### config.mk
export PLATFORM = sky130hd
export DESIGN_NAME = ex_muldiv_unit
export DESIGN_NICKNAME = d
export VERILOG_FILES = /design/src/rtl/ex_muldiv_unit.sv
export SDC_FILE = /design/constraint.sdc
export NUM_CORES = 1
export LEC_CHECK = 0
export CORE_MARGIN = 5
export CORE_UTILIZATION = 45
export DETAILED_ROUTE_END_ITERATION = 6
export GPL_ROUTABILITY_DRIVEN = 0
export GPL_TIMING_DRIVEN = 0
export MAX_ROUTING_LAYER = met4
export PLACE_DENSITY = 0.72
export SLEW_MARGIN = 40
export SYNTH_ARGS = -nofsm -noshare
export SYNTH_HDL_FRONTEND = slang
export SYNTH_SLANG_ARGS = --single-unit
export TNS_END_PERCENT = 5
### constraint.sdc
create_clock -name Clk -period 3.85 [get_ports Clk]
set_input_delay 0.77 -clock Clk [delete_from_list [all_inputs] [get_ports Clk]]
set_output_delay 0.77 -clock Clk [all_outputs]
set_load 0.05 [all_outputs]
### src/rtl/ex_muldiv_unit.sv
// Iterative 32x32 multiply/divide unit for the EX stage; owns the HI/LO registers.
// One multiplier/quotient bit per cycle, sign fix-up in a final cycle, stall request while busy.
module ex_muldiv_unit (
    input  logic        Clk,
    input  logic        Rst,
    input  logic        start,
    input  logic [1:0]  op,
    input  logic        flush,
    input  logic [31:0] OperandA,
    input  logic [31:0] OperandB,
    input  logic        hi_we,
    input  logic        lo_we,
    input  logic [31:0] wdata,
    input  logic        hilo_read,
    output logic [31:0] HI_out,
    output logic [31:0] LO_out,
    output logic        busy,
    output logic        done,
    output logic        stall_req
);

    typedef enum logic [1:0] {StIdle, StCalc, StFix} state_e;

    state_e      state_q, state_d;
    logic [4:0]  cnt_q, cnt_d;
    logic [63:0] acc_q, acc_d;
    logic [31:0] opnd_q, opnd_d;
    logic [31:0] a_raw_q, a_raw_d;
    logic        is_div_q, is_div_d;
    logic        neg_lo_q, neg_lo_d;
    logic        neg_hi_q, neg_hi_d;
    logic        div0_q, div0_d;
    logic [31:0] hi_q, hi_d;
    logic [31:0] lo_q, lo_d;
    logic        busy_q, busy_d;
    logic        done_q, done_d;

    logic        sign_a, sign_b;
    logic [31:0] abs_a, abs_b;
    logic [32:0] mul_sum;
    logic [63:0] mul_next;
    logic [32:0] div_top, div_diff;
    logic        div_ge;
    logic [63:0] div_next;
    logic [63:0] prod_fix;

    always_comb begin
        sign_a = ~op[0] & OperandA[31];
        sign_b = ~op[0] & OperandB[31];
        abs_a  = sign_a ? (32'd0 - OperandA) : OperandA;
        abs_b  = sign_b ? (32'd0 - OperandB) : OperandB;

        // Multiply: multiplier sits in acc low half and shifts out as the product shifts in.
        mul_sum  = {1'b0, acc_q[63:32]} + (acc_q[0] ? {1'b0, opnd_q} : 33'd0);
        mul_next = {mul_sum, acc_q[31:1]};

        // Divide: acc = {remainder, dividend}, quotient bits enter at the bottom.
        div_top  = acc_q[63:31];
        div_ge   = div_top >= {1'b0, opnd_q};
        div_diff = div_top - {1'b0, opnd_q};
        div_next = {(div_ge ? div_diff[31:0] : div_top[31:0]), acc_q[30:0], div_ge};

        prod_fix = neg_lo_q ? (64'd0 - acc_q) : acc_q;
    end

    always_comb begin
        state_d  = state_q;
        cnt_d    = cnt_q;
        acc_d    = acc_q;
        opnd_d   = opnd_q;
        a_raw_d  = a_raw_q;
        is_div_d = is_div_q;
        neg_lo_d = neg_lo_q;
        neg_hi_d = neg_hi_q;
        div0_d   = div0_q;
        hi_d     = hi_q;
        lo_d     = lo_q;

        unique case (state_q)
            StIdle: begin
                if (!flush) begin
                    if (hi_we) hi_d = wdata;
                    if (lo_we) lo_d = wdata;
                    if (start) begin
                        state_d  = StCalc;
                        cnt_d    = 5'd0;
                        is_div_d = op[1];
                        neg_lo_d = sign_a ^ sign_b;
                        neg_hi_d = sign_a;
                        div0_d   = (OperandB == 32'd0);
                        a_raw_d  = OperandA;
                        acc_d    = {32'd0, (op[1] ? abs_a : abs_b)};
                        opnd_d   = op[1] ? abs_b : abs_a;
                    end
                end
            end
            StCalc: begin
                acc_d = is_div_q ? div_next : mul_next;
                cnt_d = cnt_q + 5'd1;
                if (cnt_q == 5'd31) state_d = StFix;
            end
            StFix: begin
                state_d = StIdle;
                if (!is_div_q) begin
                    hi_d = prod_fix[63:32];
                    lo_d = prod_fix[31:0];
                end else if (div0_q) begin
                    hi_d = a_raw_q;
                    lo_d = 32'hFFFF_FFFF;
                end else begin
                    hi_d = neg_hi_q ? (32'd0 - acc_q[63:32]) : acc_q[63:32];
                    lo_d = neg_lo_q ? (32'd0 - acc_q[31:0]) : acc_q[31:0];
                end
            end
            default: state_d = StIdle;
        endcase

        busy_d = (state_d != StIdle);
        done_d = (state_q == StFix);
    end

    always_ff @(posedge Clk) begin
        if (Rst) begin
            state_q  <= StIdle;
            cnt_q    <= 5'd0;
            acc_q    <= 64'd0;
            opnd_q   <= 32'd0;
            a_raw_q  <= 32'd0;
            is_div_q <= 1'b0;
            neg_lo_q <= 1'b0;
            neg_hi_q <= 1'b0;
            div0_q   <= 1'b0;
            hi_q     <= 32'd0;
            lo_q     <= 32'd0;
            busy_q   <= 1'b0;
            done_q   <= 1'b0;
        end else begin
            state_q  <= state_d;
            cnt_q    <= cnt_d;
            acc_q    <= acc_d;
            opnd_q   <= opnd_d;
            a_raw_q  <= a_raw_d;
            is_div_q <= is_div_d;
            neg_lo_q <= neg_lo_d;
            neg_hi_q <= neg_hi_d;
            div0_q   <= div0_d;
            hi_q     <= hi_d;
            lo_q     <= lo_d;
            busy_q   <= busy_d;
            done_q   <= done_d;
        end
    end

    assign HI_out    = hi_q;
    assign LO_out    = lo_q;
    assign busy      = busy_q;
    assign done      = done_q;
    assign stall_req = busy_q & (start | hilo_read | hi_we | lo_we);

endmodule

==> impl_metrics.toml <==
[cells_and_area]
design_area_um2 = 19700
drive_gt1_share_pct = 4.24
nNetsFinal = 2633
synthToLayoutAreaGrowth_pct = 19.9
insertedDiodeCount = 0
fin_util_pct = 54.2

[global_route]
grt_pass1_vias = 17600
antenna_found_initial = 0
grt_max_degree = 14
grt_pass1_wl_um = 102000
overflow = 0
gr-usage-all-layers_pct = 32.5

[critical_path]
worstSetupPathType = "register to register"
r2r-start = "acc_q[2]"
r2r-end = "HI_out[9]"
critical_path.max_fanout = 10
crit_start = "acc_q[2]"
r2r_slack_ps = 40
worstPathArrival_ps = 4200
critPathCaptureType = "register"
startpoint_type = "register"
required_ps = 4250
worst_r2r_path_depth = 10

[floorplan]
die_w_um = 201
io-pin-count = 172
die_area_um2 = 40400
rows = 70
start_util_pct = 45.2
die_y_um = 201
core_region_area_um2 = 36300

[drt]
drt_pass1_iterations = 7
drc_errors = 0
postRouteAntennaNets = 0
drt_wl_total_um = 68200
avgViaCountPerCell = 6.42
first_iter_violations = 2961
vias = 18900
wl_per_cell_um = 23.2

[power]
vdd_drop_max_mv = 0.293
p_per_area_nw_per_um2 = 389
leakagePower_nw = 7.44
p_total_mw = 7.66

[cts]
clock_sinks = 205
cts_tree = "built"
cts-root-buf = "clkbuf_16"
cts_max_level = 1
cts.path.max_buffers = 3
path_clk_slew_ps = 60
cts-buffers-inserted = 25
worst_skew_pair.late_latency_ps = 550

[synth]
synth.top_cells.by_count = "253 x nand2_1, 243 x a21oi_1, 242 x nor2_1, 205 x dfxtp_1, 163 x clkbuf_1"
synth_top_area_cell = "dfxtp_1"
synthCells = 2258
synth_flop_cell = "dfxtp_1"
synth-edff-count = 0
synth_top_cell_area_share_pct = 25.0
async_flop_share_pct = 0
yosys_warnings = 0
yosys-top-cells-area = "dfxtp_1 25%, a21oi_1 7.4%, xnor2_1 7.3%"
synth_cell_types = 72
syn_nets = 2435
ys_seq_elements = 205
syn_area_um2 = 16400
syn_avg_cell_area_um2 = 7.28
synth.most_common_cell = "nand2_1"
ys_seq_area_share_pct = 25.0

[sta]
slew_headroom_pct = 41.8
fmax_ghz = 0.263
drv_slew = 0
rsz0062_at_grt = "yes"
fin_crit_ps = 3810
worst_pin_slew_ps = 872
period_share_pct = 98.8
fin_worst_skew_ps = 17.8
hold_violations = 0
finalSetupViolations = 0
fin_ws_ps = 44.9

[flow_run]
cap_violations = 0

[hold_path]
hold_path.startpoint = "LO_out[19]"
worstHoldPathCells = 2
min_to = "LO_out[19]"
min_path_type = "register to register"

[placement]
port-buffer-count = 170
dp_hpwl_um = 54600
place_area_um2 = 18700
dp_slack_ps = -641

[run_status]
status = "finished clean"
## cells by family (layout without fill, tap and decap cells)
kind of cell | after synthesis | count (layout) | share of synthesized area [%]
AO/OA/AOI/OAI | 729 | 729 | 27.8
XOR/XNOR | 199 | 199 | 10.6
adder cells (fa/ha/maj) | 72 | 72 | 5.57
buffers and inverters | 243 | 460 | 5.60
flip-flops | 205 | 205 | 25.0
multiplexers | 98 | 98 | 5.99
AND/OR/NAND/NOR | 712 | 712 | 19.4
## area by class of cell
cell class	instances	area (um^2)
Clock inverter	11	131
Buffer	178	689
Inverter	63	240
Fill cell	3351	16700
Multi-Input combinational cell	1810	11500
Timing Repair Buffer	173	1730
Sequential cell	205	4110
Tap cell	468	586
Clock buffer	35	703
## critical path, cell delays in order, from the launching register on
cell	delay (ps)
dfxtp_1	300
clkbuf_1	190
or3_1	490
nor4_2	460
nand3_1	340
or3_1	490
clkbuf_1	340
o41ai_1	510
xnor2_1	120
o21ai_1	290
a211oi_1	120
## through the flow
step | hold WS [ps] | cells | TNS [ps]
2_1_floorplan | 431 | 2258 | 0
3_3_place_gp | 440 | 2896 | -15820
3_5_place_dp | 446 | 2896 | -16080
4_1_cts | 454 | 2940 | -156
5_1_grt | 469 | 2943 | -162
6_report | 456 | 2943 | 0
## worst max-delay path by stage
stage | end | slack [ps] | cells past startpoint
floorplan | opnd_q[28] | 330 | 10
global placement | HI_out[10] | -630 | 14
detailed placement | acc_q[62] | -640 | 15
CTS | acc_q[62] | -80 | 14
global route | acc_q[62] | -70 | 14
finish | HI_out[9] | 40 | 10
## sequential cells by signal, indices dropped and copies added, names as in the netlist
register / flops
done: 1
state_q: 2
acc_q: 64
LO_out: 32
cnt_q: 5
neg_hi_q: 1
a_raw_q: 32
HI_out: 32
opnd_q: 32
div0_q: 1
neg_lo_q: 1
is_div_q: 1
busy: 1
## routing by layer
layer	GRT usage (%)	share of wire, %	vias up
met4	15.7	6.6	0
li1	-	-	8486
met1	42.6	40	8767
met3	6.14	12	308
met5	-	0	-
met2	48.4	42	1330
## what timing repair did
action                                  in CTS  in global routing
resized for setup                           11                 27
buffers inserted                             0                  3
hold endpoints to repair                     0                  0
endpoints found under the setup margin      37                 48
gates cloned                                 0                  0
hold buffers                                 0                  0
## placed cells by master (no fill, tap or decap), types with 7 or more instances in the layout
master	Yosys	final
a21oi_1	243	242
buf_2	7	7
xnor2_1	137	137
o221ai_1	36	36
clkbuf_16	0	25
or3_1	11	11
o21ai_0	161	157
nor4_1	19	17
nand3_1	24	23
or2_2	11	11
o31ai_1	30	29
clkbuf_1	163	162
nand2b_1	21	21
buf_1	10	9
o21bai_1	11	11
a22oi_1	22	22
o41ai_1	15	14
and3_1	13	13
nor2b_1	11	11
o21a_1	19	19
or4_1	9	9
a21o_1	29	29
nor3_1	48	46
ha_1	70	70
o22ai_1	13	12
xor2_1	62	62
clkdlybuf4s50_1	0	168
dfxtp_1	205	204
and2_1	13	13
a211oi_1	58	57
inv_1	60	59
a31oi_1	17	15
nand2_1	253	253
mux2i_1	96	96
nor2_1	242	239
nand4_1	18	18
o211ai_1	34	34
## power breakdown
part | internal [mW] | total [mW] | switching [mW]
Clock | 1.42 | 2.43 | 1.01
Combinational | 0.955 | 2.76 | 1.80
Sequential | 2.29 | 2.47 | 0.186
Note: power is estimated with default switching activity, not from simulation.
